[src/rtl/robin_mon_pkg.sv]
// Shared definitions for the monitor front end: opcodes, header layout and parser states.
package robin_mon_pkg;

    localparam logic [1:0] OP_LOAD = 2'd1;
    localparam logic [1:0] OP_DUMP = 2'd2;
    localparam logic [1:0] OP_EXEC = 2'd3;

    localparam int unsigned HDR_BYTES = 6;

    localparam logic [2:0] HDR_CMD      = 3'd0;
    localparam logic [2:0] HDR_ADDR_EXT = 3'd1;
    localparam logic [2:0] HDR_ADDR_HI  = 3'd2;
    localparam logic [2:0] HDR_ADDR_LO  = 3'd3;
    localparam logic [2:0] HDR_LEN_HI   = 3'd4;
    localparam logic [2:0] HDR_LEN_LO   = 3'd5;

    typedef enum logic [1:0] {
        FETCH  = 2'd0,
        ECHO   = 2'd1,
        DECODE = 2'd2,
        HOLD   = 2'd3
    } state_e;

    function automatic logic op_valid(input logic [7:0] cmd);
        return (cmd[7:2] == 6'd0) && (cmd[1:0] inside {OP_LOAD, OP_DUMP, OP_EXEC});
    endfunction

endpackage

[src/rtl/mon_frame_timer.sv]
// Inter-byte timeout counter: counts while enabled, restarts on clear or on expiry.
module mon_frame_timer #(
    parameter int unsigned LIMIT = 1200000,
    parameter int unsigned WIDTH = 21
) (
    input  logic CLK,
    input  logic reset,
    input  logic clear,
    input  logic enable,
    output logic expire
);

    logic [WIDTH-1:0] count_q;

    assign expire = enable && (count_q == WIDTH'(LIMIT - 1));

    always_ff @(posedge CLK or posedge reset) begin
        if (reset) begin
            count_q <= '0;
        end else if (clear || expire) begin
            count_q <= '0;
        end else if (enable) begin
            count_q <= count_q + WIDTH'(1);
        end
    end

endmodule

[src/rtl/mon_cmd_parser.sv]
// Monitor front end: pops and echoes the 6-byte command header, then offers the
// decoded command to the sequencer. Payload bytes stay in the FIFO.
module mon_cmd_parser
    import robin_mon_pkg::*;
#(
    parameter int unsigned ADDR_WIDTH     = 13,
    parameter int unsigned TIMEOUT_CYCLES = 1200000,
    parameter int unsigned TIMEOUT_WIDTH  = 21
) (
    input  logic                  CLK,
    input  logic                  reset,
    input  logic                  fifo_empty,
    input  logic [7:0]            fifo_data,
    output logic                  fifo_read,
    output logic [7:0]            echo_byte,
    output logic                  echo_valid,
    input  logic                  echo_ready,
    output logic                  cmd_valid,
    input  logic                  cmd_ready,
    output logic [1:0]            cmd_op,
    output logic [ADDR_WIDTH-1:0] cmd_addr,
    output logic [15:0]           cmd_len,
    output logic                  frame_bad,
    output logic                  timeout_err,
    output logic                  busy
);

    state_e state_q, state_d;
    logic [2:0] rc_q, rc_d;
    logic [7:0] hdr_q [HDR_BYTES];

    logic capture;
    logic load_cmd;
    logic bad_d;
    logic tmo_d;
    logic tmr_expire;

    logic                  fifo_read_q;
    logic                  frame_bad_q;
    logic                  timeout_err_q;
    logic [1:0]            cmd_op_q;
    logic [ADDR_WIDTH-1:0] cmd_addr_q;
    logic [15:0]           cmd_len_q;

    // Only a partial header waiting on the FIFO can time out; stalls elsewhere never do.
    mon_frame_timer #(
        .LIMIT (TIMEOUT_CYCLES),
        .WIDTH (TIMEOUT_WIDTH)
    ) u_timer (
        .CLK    (CLK),
        .reset  (reset),
        .clear  (capture || (rc_q == 3'd0)),
        .enable ((state_q == FETCH) && (rc_q != 3'd0)),
        .expire (tmr_expire)
    );

    always_comb begin
        state_d  = state_q;
        rc_d     = rc_q;
        capture  = 1'b0;
        load_cmd = 1'b0;
        bad_d    = 1'b0;
        tmo_d    = 1'b0;
        unique case (state_q)
            FETCH: begin
                if (!fifo_empty) begin
                    capture = 1'b1;
                    state_d = ECHO;
                end else if (tmr_expire) begin
                    rc_d  = 3'd0;
                    tmo_d = 1'b1;
                end
            end
            ECHO: begin
                if (echo_ready) begin
                    if (rc_q == HDR_LEN_LO) begin
                        state_d = DECODE;
                    end else begin
                        rc_d    = rc_q + 3'd1;
                        state_d = FETCH;
                    end
                end
            end
            DECODE: begin
                if (op_valid(hdr_q[HDR_CMD])) begin
                    load_cmd = 1'b1;
                    state_d  = HOLD;
                end else begin
                    bad_d   = 1'b1;
                    rc_d    = 3'd0;
                    state_d = FETCH;
                end
            end
            HOLD: begin
                if (cmd_ready) begin
                    rc_d    = 3'd0;
                    state_d = FETCH;
                end
            end
            default: state_d = FETCH;
        endcase
    end

    always_ff @(posedge CLK or posedge reset) begin
        if (reset) begin
            state_q       <= FETCH;
            rc_q          <= 3'd0;
            fifo_read_q   <= 1'b0;
            frame_bad_q   <= 1'b0;
            timeout_err_q <= 1'b0;
            cmd_op_q      <= 2'd0;
            cmd_addr_q    <= '0;
            cmd_len_q     <= 16'd0;
            for (int i = 0; i < HDR_BYTES; i++) begin
                hdr_q[i] <= 8'd0;
            end
        end else begin
            state_q       <= state_d;
            rc_q          <= rc_d;
            fifo_read_q   <= capture;
            frame_bad_q   <= bad_d;
            timeout_err_q <= tmo_d;
            if (capture) begin
                hdr_q[rc_q] <= fifo_data;
            end
            if (load_cmd) begin
                cmd_op_q   <= hdr_q[HDR_CMD][1:0];
                cmd_addr_q <= ADDR_WIDTH'({hdr_q[HDR_ADDR_HI], hdr_q[HDR_ADDR_LO]});
                cmd_len_q  <= {hdr_q[HDR_LEN_HI], hdr_q[HDR_LEN_LO]};
            end
        end
    end

    assign fifo_read   = fifo_read_q;
    assign echo_valid  = (state_q == ECHO);
    assign echo_byte   = hdr_q[rc_q];
    assign cmd_valid   = (state_q == HOLD);
    assign cmd_op      = cmd_op_q;
    assign cmd_addr    = cmd_addr_q;
    assign cmd_len     = cmd_len_q;
    assign frame_bad   = frame_bad_q;
    assign timeout_err = timeout_err_q;
    assign busy        = (rc_q != 3'd0) || (state_q != FETCH);

endmodule

[config.mk]
export PLATFORM = sky130hd
export DESIGN_NAME = mon_cmd_parser
export DESIGN_NICKNAME = d
export VERILOG_FILES = /design/src/rtl/robin_mon_pkg.sv /design/src/rtl/mon_frame_timer.sv /design/src/rtl/mon_cmd_parser.sv
export SDC_FILE = /design/constraint.sdc
export NUM_CORES = 1
export LEC_CHECK = 0
export ABC_AREA = 1
export CAP_MARGIN = 25
export CORE_UTILIZATION = 53
export CTS_BUF_LIST = sky130_fd_sc_hd__clkbuf_8
export DETAILED_ROUTE_END_ITERATION = 12
export GPL_TIMING_DRIVEN = 0
export PLACE_DENSITY = 0.9
export SETUP_SLACK_MARGIN = 0.15
export SYNTH_ARGS = -nofsm -noshare
export SYNTH_HDL_FRONTEND = slang
export SYNTH_SLANG_ARGS = --single-unit
[constraint.sdc]
create_clock -name CLK -period 3.36 [get_ports CLK]
set_input_delay 0.504 -clock CLK [delete_from_list [all_inputs] [get_ports CLK]]
set_output_delay 0.504 -clock CLK [all_outputs]
set_load 0.01 [all_outputs]
* Word-level counts from Yosys, hierarchy flattened
Cells that the tools add are included.
Cells by class: $add $sub $neg 2, multiply operators 0, div/mod/pow operators 0, magnitude comparators 2, equality and inequality tests 15, shift operators 0, multiplexer cells 30, bitwise gates (word level) 1, reduce and logical (&&, ||, !) cells 16
Operators by type and width (number):
- bitwise mux 48 bit | 1
- 2-to-1 mux 21 bit | 2
- binary-select mux 8 bit (select 3 bit) | 1
- demux 8 bit (select 3 bit) | 1
- 2-to-1 mux 8 bit | 3
- adder 21 x 1 -> 21 bit, second input constant | 1
- equality test 21 bit, second input constant | 1
- 2-to-1 mux 3 bit | 6
- one-hot mux 3 bit (4 select lines) | 1
- 2-to-1 mux 2 bit | 5
- 2-to-1 mux 1 bit | 9
- equality test 2 bit, second input constant | 4
- != test 2 bit, second input constant | 4
- one-hot mux 2 bit (4 select lines) | 1
- zero test 6 bit | 1
- != test 2 x 1 -> 1 bit, second input constant | 3
- AND reduction 6 bit | 1
- nonzero test 3 bit | 2
- equality test 2 x 1 -> 1 bit, second input constant | 2
- greater-or-equal comparator 4 bit, second input constant | 1
- logical AND 1 bit | 4
- less-than comparator 4 x 1 -> 1 bit, second input constant | 1
- NOT 3 -> 4 bit | 1
- nonzero test 2 bit | 2
- other kinds (6) | 8
Word-level totals: flip-flop bits (word level) 108, bits in latches 0, bits in writable memories 0, bits in read-only memories 0, input bits 13, memories kept 0

* Depth between registers and ports, before layout
depth after elaboration 6, mapped depth 14, depth with buffers taken out 12

* Hierarchy
A second synthesis with hierarchy kept.
Second synthesis, totals: cells, all modules 624, area total of the unflattened synthesis 5371.4 µm²
Modules (own cells, without submodules):
- mon_cmd_parser | instances 1, cells an instance 429, area each 4043.9 µm², seq. area each 2177.1 µm²
- mon_frame_timer | instances 1, cells an instance 195, area each 1327.5 µm², seq. area each 525.5 µm²

* Worst setup path before layout
OpenSTA, ideal clock, no wires.
path kind register to register, start point register rc_q[0], end point register rc_q[0], library setup time 0.117 ns, arrival 1.708 ns, slack 1.535 ns, stages on the path, launching flop included 15, path buffers 2, clock period less this slack 1.825 ns, path through dfrtp_1 -> buf_2 -> inv_1 -> buf_2 -> ha_1 -> nand2_2 -> nand2_4 -> nor2_4 -> nand2_2 -> nor2_4 -> inv_1 -> nand2_2 -> nand2_2 -> nand2_1 -> nand2_1
Between the ends: word-level cells in the longest chain between the ends 5
RTL lines:
- start: declaration | line mon_cmd_parser.sv:29 | logic [2:0] rc_q, rc_d;
- start signal: assignment | line mon_cmd_parser.sv:119 | rc_q <= rc_d;
- parallel branches: the longest is 5 deep, another holds adder 3 x 1 -> 3 bit
Parallel ways; which one is timed is not known. The select of a mux whose other input is x is not followed. A chain may end at the register's enable or synchronous reset.

* Worst setup path after layout
start point register rc_q[2], end point output echo_byte[2]
Between the ends: word-level cells in the longest chain between the ends 4
RTL lines:
- NOT 3 -> 4 bit (implied by the code) | line mon_cmd_parser.sv:136 | assign echo_byte = hdr_q[rc_q];
- binary-select mux 8 bit (select 3 bit) | line mon_cmd_parser.sv:136
- 2-to-1 mux 8 bit (implied by the code) (2 in series) | line mon_cmd_parser.sv:136
- end: declaration | line mon_cmd_parser.sv:15 | output logic [7:0] echo_byte,
No other way between the ends. The select of a mux whose other input is x is not followed.

==> flow_metrics.env <==
export IMPL_die_h_um=100
export IMPL_yosysMostFrequentCell="nand2_1"
export IMPL_fp_dieArea_mm2=0.0100
export IMPL_slew_headroom_pct=43.9
export IMPL_grt_max_degree=42
export IMPL_synth_main_ff_cell="dfrtp_1"
export IMPL_synth_edf_count=0
export IMPL_syn_inst=556
export IMPL_grt_first_pass_wirelength_mm=20.3
export IMPL_wirelength_mm=12.1
export IMPL_cp_start_kind="flop"
export IMPL_endpoint_kind="primary output"
export IMPL_vias=4182
export IMPL_cts_htree_levels=3
export IMPL_rsz0062_at_grt="no"
export IMPL_post_route_period_util_pct=91.7
export IMPL_critPathMaxStageDelay_ns=0.59
export IMPL_async_reset_ff_share_pct=100
export IMPL_avgSynthCellArea_um2=9.16
export IMPL_p_int_w=0.00248
export IMPL_drive_gt1_share_pct=13.7
export IMPL_p_leak_nw=2.78
export IMPL_path_common_cell="inv_1"
export IMPL_grt_pass1_vias=4173
export IMPL_clk_latency_ns=0.38
export IMPL_power_density_mw_per_mm2=690
export IMPL_outcome="complete, no violations"
export IMPL_maxSlewViolCount=0
export IMPL_post_cts_buffers=0
export IMPL_die_w_um=100
export IMPL_num_rows=35
export IMPL_worstPathBufferInverterCount=3
export IMPL_cp_top_family="buffers and inverters"
export IMPL_finalSetupViolCount=0
export IMPL_fp_coreArea_mm2=0.00928
export IMPL_cts_tree="built"
export IMPL_post_route_drc_count=0
export IMPL_cts_clk_slew_worst_paths_ns=0.10
export IMPL_skew_ns=0.0149
export IMPL_cp_slowest_cell="clkdlybuf4s50_1"
export IMPL_r2r_slack_ns=1.17
export IMPL_p_switching_w=0.00168
export IMPL_numCtsBuffers=9
export IMPL_ys_types=37
export IMPL_worst_pin_slew_ns=0.840
export IMPL_hold_path_class="reg2reg"
export IMPL_yosysTopAreaCell="dfrtp_1"
export IMPL_nets=643
export IMPL_postCtsHoldBufs=0
export IMPL_drv_cap=0
export IMPL_start_util_pct=54.9
export IMPL_antenna_found_initial=0
export IMPL_wl_met3_um=786
export IMPL_crit_path_max_fanout=7
export IMPL_yosys_warnings=0
export IMPL_synth_area_leaders="dfrtp_1, nand2_1, o21ai_0"
export IMPL_setup_slack_ns=0.279
export IMPL_seqPwrFrac_pct=44.2
export IMPL_port_buffers=57
export IMPL_fmax_mhz=325
export IMPL_clock_sinks=108
export IMPL_netlist_area_mm2=0.00509
export IMPL_clock_root_buffer="clkbuf_8"
export IMPL_p_sw_share_pct=40.4
export IMPL_gp_congestion=0.927
export IMPL_wl_met1_mm=5.03
export IMPL_dr_pass1_iters=5
export IMPL_max_vdd_ir_drop_uv=518
export IMPL_finalNonFillerCells=757
export IMPL_clkPwrFrac_pct=16.6
export IMPL_preCtsSetupSlack_ns=0.747
export IMPL_num_antenna_cells=0
export IMPL_worst_ep_arrival_time_ns=2.58
export IMPL_synth_top_area_share_pct=53.1
export IMPL_track_usage_pct=26.4
export IMPL_antenna_left=0
export IMPL_drt_initial_drc_count=348
export IMPL_seq_area_frac_synth_pct=53.1
export IMPL_dr_wl_met2_mm=6.02
export IMPL_wl_per_cell_um=16.0
export IMPL_tns_ns=0
export IMPL_ys_top_cells_by_count="nand2_1, dfrtp_1, nor2_1, o21ai_0, inv_1"
export IMPL_viasPerCell=5.52
export IMPL_syn_num_nets=573
export IMPL_ys_ff_latch=108
export IMPL_finalCriticalPeriod_ns=3.08
export IMPL_worst_setup_path_type="reg2out"
export IMPL_dp_hpwl_mm=8.88
export IMPL_fin_total_pwr_w=0.00416
export IMPL_clock_path_buffers=2
export IMPL_crit_chain="inv_1 -> nor2_2 -> inv_1 -> a21oi_1 -> o21ai_0 -> o2111ai_1 -> clkdlybuf4s50_1"
export IMPL_io_pins=58
export IMPL_dp_cells=744
export IMPL_combPwrFrac_pct=39.1
export IMPL_areaGrowthSynthToFinish_pct=18.3
export IMPL_top_layer="met4"
export IMPL_finalHoldViolCount=0
export IMPL_critPathRequiredTime_ns=2.86
export IMPL_overflow=0
-- per-layer routing --
layer  vias to the layer above  global-route usage [%]
li1                       1939                       -
met1                      2038                    34.2
met2                       174                    44.2
met3                        31                    5.08
met4                         0                    10.3
met5                         -                       0
-- cells in the final DEF (no fill, tap or decap), types with 3 or more instances in the layout --
cell | synthesis | final
a21oi_1 | 12 | 12
a22oi_1 | 6 | 6
buf_2 | 5 | 5
buf_6 | 8 | 8
clkbuf_8 | 0 | 9
clkdlybuf4s50_1 | 0 | 57
dfrtp_1 | 108 | 108
ha_1 | 4 | 4
inv_1 | 52 | 51
mux2_2 | 23 | 23
nand2_1 | 133 | 133
nand2_2 | 5 | 5
nand2_4 | 5 | 5
nand3_1 | 17 | 17
nand4_1 | 8 | 8
nor2_1 | 55 | 55
nor2_4 | 4 | 5
nor3_1 | 5 | 5
o2111ai_1 | 3 | 3
o211ai_1 | 3 | 3
o21ai_0 | 53 | 53
o21ai_1 | 11 | 11
o21ai_2 | 7 | 7
xnor2_1 | 3 | 3
xor2_1 | 6 | 6
-- metrics by stage --
stage          instance area (um^2)  utilization (%)  hold WS, ns
2_1_floorplan                  5100                -        0.453
4_1_cts                        6020             64.9        0.494
6_report                       6030             64.9        0.496
3_5_place_dp                   5870             63.2        0.470
3_3_place_gp                   5830             62.8        0.465
5_1_grt                        6030             64.9        0.521
-- power by group through the flow --
| stage | Clock (W) | Combinational (W) | Sequential, W |
|---|---|---|---|
| floorplan | 0 | 0.00107 | 0.00177 |
| detailed placement | 0 | 0.00159 | 0.00185 |
| global placement | 0 | 0.00152 | 0.00183 |
| global route | 0.000732 | 0.00179 | 0.00187 |
| finish | 0.000691 | 0.00163 | 0.00184 |
| CTS | 0.000694 | 0.00161 | 0.00183 |
-- path summary, 6_finish.rpt --
path	from	to	cells after the start
max	rc_q[2]	echo_byte[2]	7
min reg2reg	cmd_addr[4]	cmd_addr[4]	2
min	cmd_addr[4]	cmd_addr[4]	2
min in group asynchronous	reset	u_timer.count_q[2]	2
max in group asynchronous	reset	hdr_q[33]	4
max reg2reg	rc_q[0]	rc_q[0]	14
-- kinds of logic (layout without fill, tap and decap cells) --
family | count (synthesis) | after routing | share of synthesized area, %
fa+ha+maj | 4 | 4 | 0.983
buf+inv | 72 | 144 | 6.73
mux | 23 | 23 | 5.08
simple gates | 243 | 243 | 21.7
compound gates | 97 | 97 | 10.9
xor+xnor | 9 | 9 | 1.55
flops | 108 | 108 | 53.1
-- registers in the layout (all words and copies together), names as in the netlist --
| name | count |
|---|---|
| hdr_q | 48 |
| u_timer.count_q | 21 |
| cmd_len | 16 |
| cmd_addr | 13 |
| rc_q | 3 |
| cmd_op | 2 |
| state_q | 2 |
| fifo_read | 1 |
| frame_bad | 1 |
| timeout_err | 1 |
-- what timing repair did --
item,4_1_cts,5_1_grt
hold endpoints to repair,0,0
endpoints found under the setup margin,0,1
gates resized for setup,0,1
-- worst register-to-register path, delay by kind of cell (launching register included) --
| family | cells | cell delay (ns) |
|---|---|---|
| buffers and inverters | 4 | 0.56 |
| and+or+nand+nor | 9 | 0.88 |
| adders and majority gates | 1 | 0.24 |
| DFF | 1 | 0.41 |
-- area by class of cell --
type / count / area, um^2
buffer: 16 / 130
multi-input combinational: 376 / 2050
tap: 129 / 161
inverter: 56 / 216
timing repair buffer: 59 / 611
sequential: 108 / 2700
clock inverter: 4 / 27.5
clock buffer: 9 / 124
fill: 745 / 3260
(Power assumes the default switching activity.)
